### config.mk
export PLATFORM = sky130hd
export DESIGN_NAME = alu_exec_unit
export DESIGN_NICKNAME = d
export VERILOG_FILES = /design/src/rtl/alu_exec_unit.sv
export SDC_FILE = /design/constraint.sdc
export NUM_CORES = 1
export LEC_CHECK = 0
export ABC_AREA = 1
export CAP_MARGIN = 5
export CORE_AREA = 3 3 148 150
export DETAILED_ROUTE_END_ITERATION = 8
export DIE_AREA = 0 0 151 153
export PLACE_DENSITY = 0.78
export SYNTH_ARGS = -nofsm -noshare
export SYNTH_HDL_FRONTEND = slang
export SYNTH_SLANG_ARGS = --single-unit
### constraint.sdc
create_clock -name clk -period 10.5 [get_ports clk]
set_clock_uncertainty 0.05 [all_clocks]
set_input_delay 1.05 -clock clk [delete_from_list [all_inputs] [get_ports clk]]
set_output_delay 1.05 -clock clk [all_outputs]
set_load 0.02 [all_outputs]
### src/rtl/alu_exec_unit.sv
// alu_exec_unit: RV32I ALU / branch-compare execution unit with a valid/ready
// handshake, a registered result and an iterative multi-cycle shifter.
// Optional feature: define ALU_MUL_EN to add a radix-2 shift-add multiplier
// (R-type func7=0000001, func3=000). Without it that encoding is illegal.
module alu_exec_unit #(
  parameter int XLEN       = 32,
  parameter int SHIFT_STEP = 1
) (
  input  logic            clk,
  input  logic            rst,
  input  logic            in_valid,
  output logic            in_ready,
  input  logic [1:0]      ALU_Op,
  input  logic [2:0]      func3,
  input  logic [6:0]      func7,
  input  logic            op_imm,
  input  logic [XLEN-1:0] src_a,
  input  logic [XLEN-1:0] src_b,
  output logic            out_valid,
  input  logic            out_ready,
  output logic [XLEN-1:0] result,
  output logic            zero,
  output logic            branch_taken,
  output logic            illegal
);

  localparam int SW  = $clog2(XLEN);
  localparam int SW1 = SW + 1;
  localparam logic [SW:0] STEP = SW1'(SHIFT_STEP);

`ifdef ALU_MUL_EN
  typedef enum logic [1:0] {S_IDLE, S_SHIFT, S_MUL, S_DONE} state_t;
`else
  typedef enum logic [1:0] {S_IDLE, S_SHIFT, S_DONE} state_t;
`endif

  typedef enum logic [3:0] {
    K_ADD, K_SUB, K_SLL, K_SLT, K_SLTU, K_XOR, K_SRL, K_SRA, K_OR, K_AND, K_MUL
  } kind_t;

  // One shifter step; the arithmetic variant refills with the sign bit.
  function automatic logic [XLEN-1:0] shift_by(input logic [XLEN-1:0] v,
                                               input logic [SW:0] amt,
                                               input kind_t k);
    logic signed [XLEN-1:0] vs;
    vs = v;
    case (k)
      K_SLL:   return v << amt;
      K_SRA:   return XLEN'(vs >>> amt);
      default: return v >> amt;
    endcase
  endfunction

  state_t state, next_state, start_state;
  kind_t  kind_d, sh_kind;
  logic   ill_d, br_d, f7_live, accept, is_shift_d;
  logic   alu_zero, br_cond, shift_last;
  logic   [SW-1:0] shamt_d;
  logic   [SW:0]   sh_rem, step_amt;
  logic   [XLEN-1:0] alu_res, sh_val, sh_next;
  logic   signed [XLEN-1:0] a_s, b_s;

  assign a_s        = src_a;
  assign b_s        = src_b;
  assign shamt_d    = src_b[SW-1:0];
  assign in_ready   = (state == S_IDLE) || (state == S_DONE && out_ready);
  assign out_valid  = (state == S_DONE);
  assign accept     = in_valid && in_ready;
  assign is_shift_d = (kind_d == K_SLL) || (kind_d == K_SRL) || (kind_d == K_SRA);
  assign shift_last = (sh_rem <= STEP);
  assign step_amt   = shift_last ? sh_rem : STEP;
  assign sh_next    = shift_by(sh_val, step_amt, sh_kind);

  // Decode ALU_Op/func3/func7 into an operation kind and an illegal flag.
  always_comb begin
    kind_d  = K_ADD;
    ill_d   = 1'b0;
    br_d    = 1'b0;
    f7_live = 1'b0;
    case (ALU_Op)
      2'b00: kind_d = K_ADD;
      2'b01: begin
        br_d = 1'b1;
        case (func3)
          3'b000, 3'b001: kind_d = K_SUB;
          3'b100, 3'b101: kind_d = K_SLT;
          3'b110, 3'b111: kind_d = K_SLTU;
          default:        ill_d  = 1'b1;
        endcase
      end
      2'b10: begin
        // func7 only carries opcode bits for R-type and for immediate shifts.
        f7_live = !op_imm || (func3 == 3'b001) || (func3 == 3'b101);
        case (func3)
          3'b000:  kind_d = (!op_imm && func7 == 7'b0100000) ? K_SUB : K_ADD;
          3'b001:  kind_d = K_SLL;
          3'b010:  kind_d = K_SLT;
          3'b011:  kind_d = K_SLTU;
          3'b100:  kind_d = K_XOR;
          3'b101:  kind_d = (func7 == 7'b0100000) ? K_SRA : K_SRL;
          3'b110:  kind_d = K_OR;
          default: kind_d = K_AND;
        endcase
        if (f7_live) begin
          if (func7 == 7'b0100000) begin
            if (func3 != 3'b000 && func3 != 3'b101) ill_d = 1'b1;
          end
`ifdef ALU_MUL_EN
          else if (func7 == 7'b0000001 && !op_imm && func3 == 3'b000) begin
            kind_d = K_MUL;
          end
`endif
          else if (func7 != 7'b0000000) begin
            ill_d = 1'b1;
          end
        end
      end
      default: ill_d = 1'b1;
    endcase
  end

  // Single-cycle datapath; shifts pass src_a through (the shamt=0 case).
  always_comb begin
    alu_res = src_a;
    case (kind_d)
      K_ADD:   alu_res = src_a + src_b;
      K_SUB:   alu_res = src_a - src_b;
      K_SLT:   alu_res = {{(XLEN-1){1'b0}}, a_s < b_s};
      K_SLTU:  alu_res = {{(XLEN-1){1'b0}}, src_a < src_b};
      K_XOR:   alu_res = src_a ^ src_b;
      K_OR:    alu_res = src_a | src_b;
      K_AND:   alu_res = src_a & src_b;
      default: alu_res = src_a;
    endcase
    alu_zero = (alu_res == '0);
    br_cond  = (func3[2] ? alu_res[0] : alu_zero) ^ func3[0];
  end

`ifdef ALU_MUL_EN
  logic [XLEN-1:0] acc, mcand, mplier, acc_next;
  logic [SW-1:0]   mul_cnt;
  logic            mul_last;
  assign acc_next = acc + (mplier[0] ? mcand : '0);
  assign mul_last = (mul_cnt == SW'(XLEN - 1));

  // Shift-add multiplier: one partial product per cycle, low bits kept.
  always_ff @(posedge clk) begin
    if (accept) begin
      acc     <= '0;
      mcand   <= src_a;
      mplier  <= src_b;
      mul_cnt <= '0;
    end else if (state == S_MUL) begin
      acc     <= acc_next;
      mcand   <= mcand << 1;
      mplier  <= mplier >> 1;
      mul_cnt <= mul_cnt + 1'b1;
    end
  end
`endif

  // Next-state logic; DONE can chain straight into the next accepted op.
  always_comb begin
    start_state = S_DONE;
    if (!ill_d && is_shift_d && shamt_d != '0) start_state = S_SHIFT;
`ifdef ALU_MUL_EN
    if (!ill_d && kind_d == K_MUL) start_state = S_MUL;
`endif
    next_state = state;
    case (state)
      S_IDLE:  if (accept) next_state = start_state;
      S_SHIFT: if (shift_last) next_state = S_DONE;
`ifdef ALU_MUL_EN
      S_MUL:   if (mul_last) next_state = S_DONE;
`endif
      S_DONE: begin
        if (accept)         next_state = start_state;
        else if (out_ready) next_state = S_IDLE;
      end
      default: next_state = S_IDLE;
    endcase
  end

  // State register; reset discards any in-flight operation.
  always_ff @(posedge clk) begin
    if (rst) state <= S_IDLE;
    else     state <= next_state;
  end

  // Iterative shifter working registers.
  always_ff @(posedge clk) begin
    if (accept) begin
      sh_val  <= src_a;
      sh_rem  <= {1'b0, shamt_d};
      sh_kind <= kind_d;
    end else if (state == S_SHIFT) begin
      sh_val  <= sh_next;
      sh_rem  <= sh_rem - step_amt;
    end
  end

  // Result/flag registers, written on accept or at the last iterative step.
  always_ff @(posedge clk) begin
    if (rst) begin
      result       <= '0;
      zero         <= 1'b0;
      branch_taken <= 1'b0;
      illegal      <= 1'b0;
    end else if (accept) begin
      result       <= ill_d ? '0 : alu_res;
      zero         <= ill_d ? 1'b1 : alu_zero;
      branch_taken <= !ill_d && br_d && br_cond;
      illegal      <= ill_d;
    end else if (state == S_SHIFT && shift_last) begin
      result       <= sh_next;
      zero         <= (sh_next == '0);
      branch_taken <= 1'b0;
      illegal      <= 1'b0;
    end
`ifdef ALU_MUL_EN
    else if (state == S_MUL && mul_last) begin
      result       <= acc_next;
      zero         <= (acc_next == '0);
      branch_taken <= 1'b0;
      illegal      <= 1'b0;
    end
`endif
  end

endmodule

# Word-level counts from Yosys, hierarchy flattened
# Index checks and enable logic that the tools add are counted.
classes:
  add_sub_neg: 3
  muxes: 35
  bitwise_logic: 4
  magnitude_cmp: 3
  eq_ne: 27
  n_shift: 3
  n_reduce_logical: 32
op_table:
  columns: ["operator", "count"]
  rows:
  - ["case mux 32 bit (7 select lines)", 1]
  - ["2-to-1 mux 32 bit", 5]
  - ["logical NOT 32 bit", 2]
  - ["less-than comparator 32 bit", 2]
  - ["case mux 32 bit (2 select lines)", 1]
  - ["adder 32 bit", 1]
  - ["AND 32 bit", 1]
  - ["bitwise OR 32 bit", 1]
  - ["<< shifter 32 x 6 -> 32 bit", 1]
  - ["right shift 32 x 6 -> 32 bit", 1]
  - [">>> shifter 32 x 6 -> 32 bit", 1]
  - ["subtractor 32 bit", 1]
  - ["XOR 32 bit", 1]
  - ["case mux 4 bit (7 select lines)", 1]
  - ["equality test 4 x 3 -> 1 bit (second input constant)", 5]
  - ["2-to-1 mux 1 bit", 15]
  - ["equality test 3 bit (second input constant)", 4]
  - ["equality test 4 x 2 -> 1 bit (second input constant)", 3]
  - ["2-to-1 mux 2 bit", 5]
  - ["2-to-1 mux 5 bit", 2]
  - ["logical AND 1 bit", 9]
  - ["case mux 3 bit (3 select lines)", 1]
  - ["equality test 4 bit (second input constant)", 2]
  - ["case mux 4 bit (2 select lines)", 1]
  - ["27 further kinds", 40]
word_totals:
  wordCells: 116
  inputBits: 81
  regBits: 79
  out_inout_bits: 37

# Longest topological paths before layout
depth:
  ltp_word: 13
  mapped_depth: 27
  mapped_depth_nobuf: 27

# Worst setup path after synthesis
# No wires, ideal clock.
synth_path:
  kind: "register -> register"
  startpoint: "reg state[0]"
  endpoint: "reg result[0]"
  n_path_buf: 2
  path_stages_with_launch: 9
  setup_slack_ps: 5961
  required_time_ps: 10376
  period_less_slack_ps: 4539
  setup_time_ps: 74
  arrival_ps: 4415
  path_cell_list: "dfxtp_1 inv_1 o21ai_0 nand2_1 inv_1 clkbuf_1 clkbuf_1 o21ai_0 a31oi_1"
synth_between:
  elab_chain_cells: 5
  word_cells_on_any_way: 9
  cone_classes: "eq/ne: 2; mux: 1; reduce/logical: 6"
synth_lines:
  columns: ["element", "line_no", "source"]
  rows:
  - ["start: declaration", "54", "state_t state, next_state, start_state;"]
  - ["start signal: assignment", "187", "else state <= next_state;"]
  - ["equality test 2 bit", "66", "assign in_ready = (state == S_IDLE) || (state == S_DONE && out_ready);"]
  - ["logical AND 1 bit", "66", null]
  - ["logical OR 1 bit", "66", null]
  - ["logical AND 1 bit", "68", "assign accept = in_valid && in_ready;"]
  - ["2-to-1 mux 32 bit or nonzero test 2 bit (tied branches)", null, null]
  - ["end signal: assignment", "210", "result <= ill_d ? '0 : alu_res;"]
  - ["end signal: assignment", "215", "result <= sh_next;"]
  - ["end: declaration", "21", "output logic [XLEN-1:0] result,"]
# Several ways; a longest one is shown, not always the timed one.
# A chain may end at the register's enable or synchronous reset.

# Worst setup path after layout
layout_path:
  startpoint: "in ALU_Op[0]"
  endpoint: "reg branch_taken"
layout_between:
  elab_chain_cells: 9
  word_cells_on_any_way: 21
  cone_classes: "eq/ne: 8; mux: 6; bitwise: 1; reduce/logical: 6"
layout_lines:
  columns: ["element", "line_no", "source"]
  rows:
  - ["start: declaration", "13", "input logic [1:0] ALU_Op,"]
  - ["equality test 2 bit or equality test 2 x 1 -> 1 bit (tied branches)", "80", "case (ALU_Op)"]
  - ["case mux 4 bit (2 select lines) (*)", "80", null]
  - ["via kind_d[3]", "55", "kind_t kind_d, sh_kind;"]
  - ["equality test 4 bit (tied with other cells)", "125", "case (kind_d)"]
  - ["case mux 32 bit (7 select lines) (*)", "125", null]
  - ["logical NOT 32 bit", "135", "alu_zero = (alu_res == '0);"]
  - ["2-to-1 mux 1 bit (*)", "136", "br_cond = (func3[2] ? alu_res[0] : alu_zero) ^ func3[0];"]
  - ["XOR 1 bit (*)", "136", null]
  - ["logical AND 1 bit (*)", "212", "branch_taken <= !ill_d && br_d && br_cond;"]
  - ["2-to-1 mux 1 bit (*)", "209", "end else if (accept) begin"]
  - ["end signal: assignment", "212", null]
  - ["end: declaration", "23", "output logic branch_taken,"]
# The timed path passes the listed nets; every way through them passes the cells marked *.

==> flow_summary.ini <==
[timing]
setup_violations = 0
setup_tns_ns = 0
hold-worst-slack_ns = 0.394
max_freq_mhz = 190
relSlewSlack_pct = 28.0
worstMarginPinSlew_ns = 1.08
hold_viol = 0
slew_viol_final = 0
grt_setup_unrepaired = no
finalCritPeriodShare_pct = 50.1
period_needed_ns = 5.26

[final_layout]
fin_area_mm2 = 0.0130
drive_gt1_share_pct = 3.08
area_growth_pct = 13.2
fillers = 2101
final_cells = 2384
antenna_cells = 0
final_common_cell = nand2_1
finalNetCount = 2288
final_cell_mix = 643 x nand2_1, 345 x inv_1, 223 x nor2_1

[worst_setup_path]
endpoint_kind = flip-flop
reg2reg_slack_ns = 7.04
crit_path_end = branch_taken
worstReg2RegEnd = zero
r2r_start = sh_rem[2]
cp-start-kind = input port
cp_max_fo = 22
critical_path_class = input port to flip-flop
arrival_ns = 5.48
reg2regPathDepth = 14
critPathLaunch = ALU_Op[0]
required_ns = 10.72

[min_path]
min_from = sh_rem[5]
holdCritPathClass = flip-flop to flip-flop

[global_routing]
gr-usage-all-layers_pct = 36.2
grt_pass1_wl_um = 65700
antenna_found_initial = 0
gr-total-overflow = 0
grt_max_degree = 74
grt_pass1_vias = 12079

[pwr]
powerDensity_mw_per_mm2 = 104
power.share.clock_pct = 22.0
p_sw_share_pct = 43.4
p_comb_share_pct = 49.3
power_w = 0.00136
p_leak_nw = 6.83
internal_power_w = 0.000767
peakVddDrop_mv = 0.0880
power_frac_seq_pct = 28.7
switchingPower_w = 0.000588

[synth]
syn-num-nets = 2236
yosys_register_bits = 79
ys_types = 48
synth_cells = 2052
synth_edf_count = 41
async_flop_share_pct = 0
ys_seq_area_share_pct = 17.4
yosys_warnings = 0
mappedNetlistArea_mm2 = 0.0115
ys.flop_type = edfxtp_1
synth.avg_cell_area_um2 = 5.59

[clock_network]
ctsHtreeMaxLevel = 3
clkTransAtPathRegs_ns = 0.06
cts_tree = done
cts_inserted_buffers = 9
clock-root-buffer = clkbuf_16
clkLatencyLatePin_ns = 0.34
cts_max_path_buffers = 2
ctsResizeCount = 0
cts_setup_buffers = 0
hold_buffers = 0
cts.sinks = 79

[die]
placementRows = 53
pin_count = 118
die_area_mm2 = 0.0231
die_y_um = 153
fp.dieW_um = 151
core_mm2 = 0.0208
initial_core_util_pct = 55.1

[drt]
drt_iter0_drc = 1632
dr_total_vias = 13414
first_pass_iters = 6
post_drt_wl_per_cell_um = 17.9
drc = 0
ant_nets = 0
wirelength_um = 42700
vias_per_cell = 5.63

[job]
maxCapViolCount = 0

[placed_design]
dp_cells = 2368
dp_hpwl_um = 34800
routabilityCongestion = 0.994
portBuffers = 117
place_area_mm2 = 0.0127

[status]
status = complete, no violations
[routing by layer]
layer / GRT usage (%) / up-vias / wire length [µm] / part of all wire (%)
li1: - / 6605 / - / -
met1: 51.9 / 6067 / 18300 / 43
met2: 58.2 / 672 / 19500 / 46
met3: 3.79 / 70 / 3960 / 9.3
met4: 8.89 / 0 / 1050 / 2.5
met5: 0 / - / 0 / 0
[per-stage QoR]
step           util [%]  setup WS, ns
2_1_floorplan         -          5.96
3_3_place_gp       61.0          5.22
3_5_place_dp       61.0          5.08
4_1_cts            62.4          5.42
5_1_grt            62.4          4.92
6_report           62.4          5.24
[registers in the layout, summed over array words and instances, names as in the netlist]
name and cells:
sh_val 32, sh_rem 6, sh_kind 4, result 32, branch_taken 1, illegal 1
state 2, zero 1
[worst min path at each step]
| stage | end | slack (ns) | depth (start not counted) |
|---|---|---|---|
| finish | sh_rem[5] | 0.39 | 2 |
| floorplan | sh_rem[5] | 0.37 | 2 |
| global placement | sh_rem[5] | 0.38 | 2 |
| detailed placement | sh_rem[5] | 0.38 | 2 |
| global route | sh_rem[5] | 0.43 | 2 |
| CTS | sh_rem[5] | 0.39 | 2 |
[final cells by class]
| type | instances | area [µm²] | area share [%] |
|---|---|---|---|
| timing repair buffer | 125 | 1230 | 9.48 |
| multi-input combinational | 1531 | 7780 | 60.0 |
| tap | 275 | 344 | 2.65 |
| inverter | 358 | 1340 | 10.3 |
| clock buffer | 14 | 274 | 2.11 |
| clock inverter | 2 | 13.8 | 0.106 |
| sequential | 79 | 1990 | 15.3 |
[kinds of logic after synthesis]
logic type	share of synthesized area, %
flip-flops	17.4
buffers and inverters	14.9
adder cells (fa/ha/maj)	11.4
AND/OR/NAND/NOR	42.1
AO/OA/AOI/OAI	12.5
XOR/XNOR	1.68
[critical path: stages]
cell	delay, ns
clkdlybuf4s50_1	0.51
inv_1	0.06
ha_1	0.32
nor2_2	0.31
nand2_1	0.15
inv_1	0.13
nand2_1	0.09
inv_2	0.37
nand4_1	0.92
clkinv_1	0.60
nand2_1	0.09
nand3_1	0.10
nor2_1	0.04
nor2_1	0.14
a21oi_1	0.06
nand3_1	0.07
nor2_1	0.07
nand3_1	0.09
nand2_1	0.05
nand2_1	0.05
nand3_1	0.07
a21oi_1	0.13
[power groups by stage]
stage / clock network (W) / logic [W] / registers (W)
floorplan: 0 / 0.000407 / 0.000409
global placement: 0 / 0.000639 / 0.000394
detailed placement: 0 / 0.000647 / 0.000395
CTS: 0.000297 / 0.000651 / 0.000389
global route: 0.000311 / 0.000735 / 0.000393
finish: 0.000298 / 0.000668 / 0.000390
[cell usage after synthesis, drive strengths merged, types with 2 or more instances]
cell type | n | area [µm²]
nand2 | 651 | 2470
buf | 31 | 171
nand3 | 155 | 786
ha | 101 | 1260
o211ai | 3 | 22.5
xor2 | 21 | 184
o22ai | 3 | 18.8
o21bai | 7 | 52.6
nand3b | 2 | 15.0
and3 | 2 | 12.5
a21oi | 51 | 259
nor3 | 28 | 140
and2 | 4 | 25.0
a31oi | 54 | 353
a21boi | 2 | 15.0
edfxtp | 41 | 1230
fa | 2 | 40.0
a311oi | 2 | 17.5
nor4 | 10 | 77.6
nor2 | 227 | 867
dfxtp | 38 | 761
clkbuf | 53 | 199
nand4 | 56 | 350
o21ai | 130 | 654
clkinv | 3 | 11.3
inv | 355 | 1330
or2 | 14 | 87.6
No activity file was read; power rests on OpenSTA's default activity.
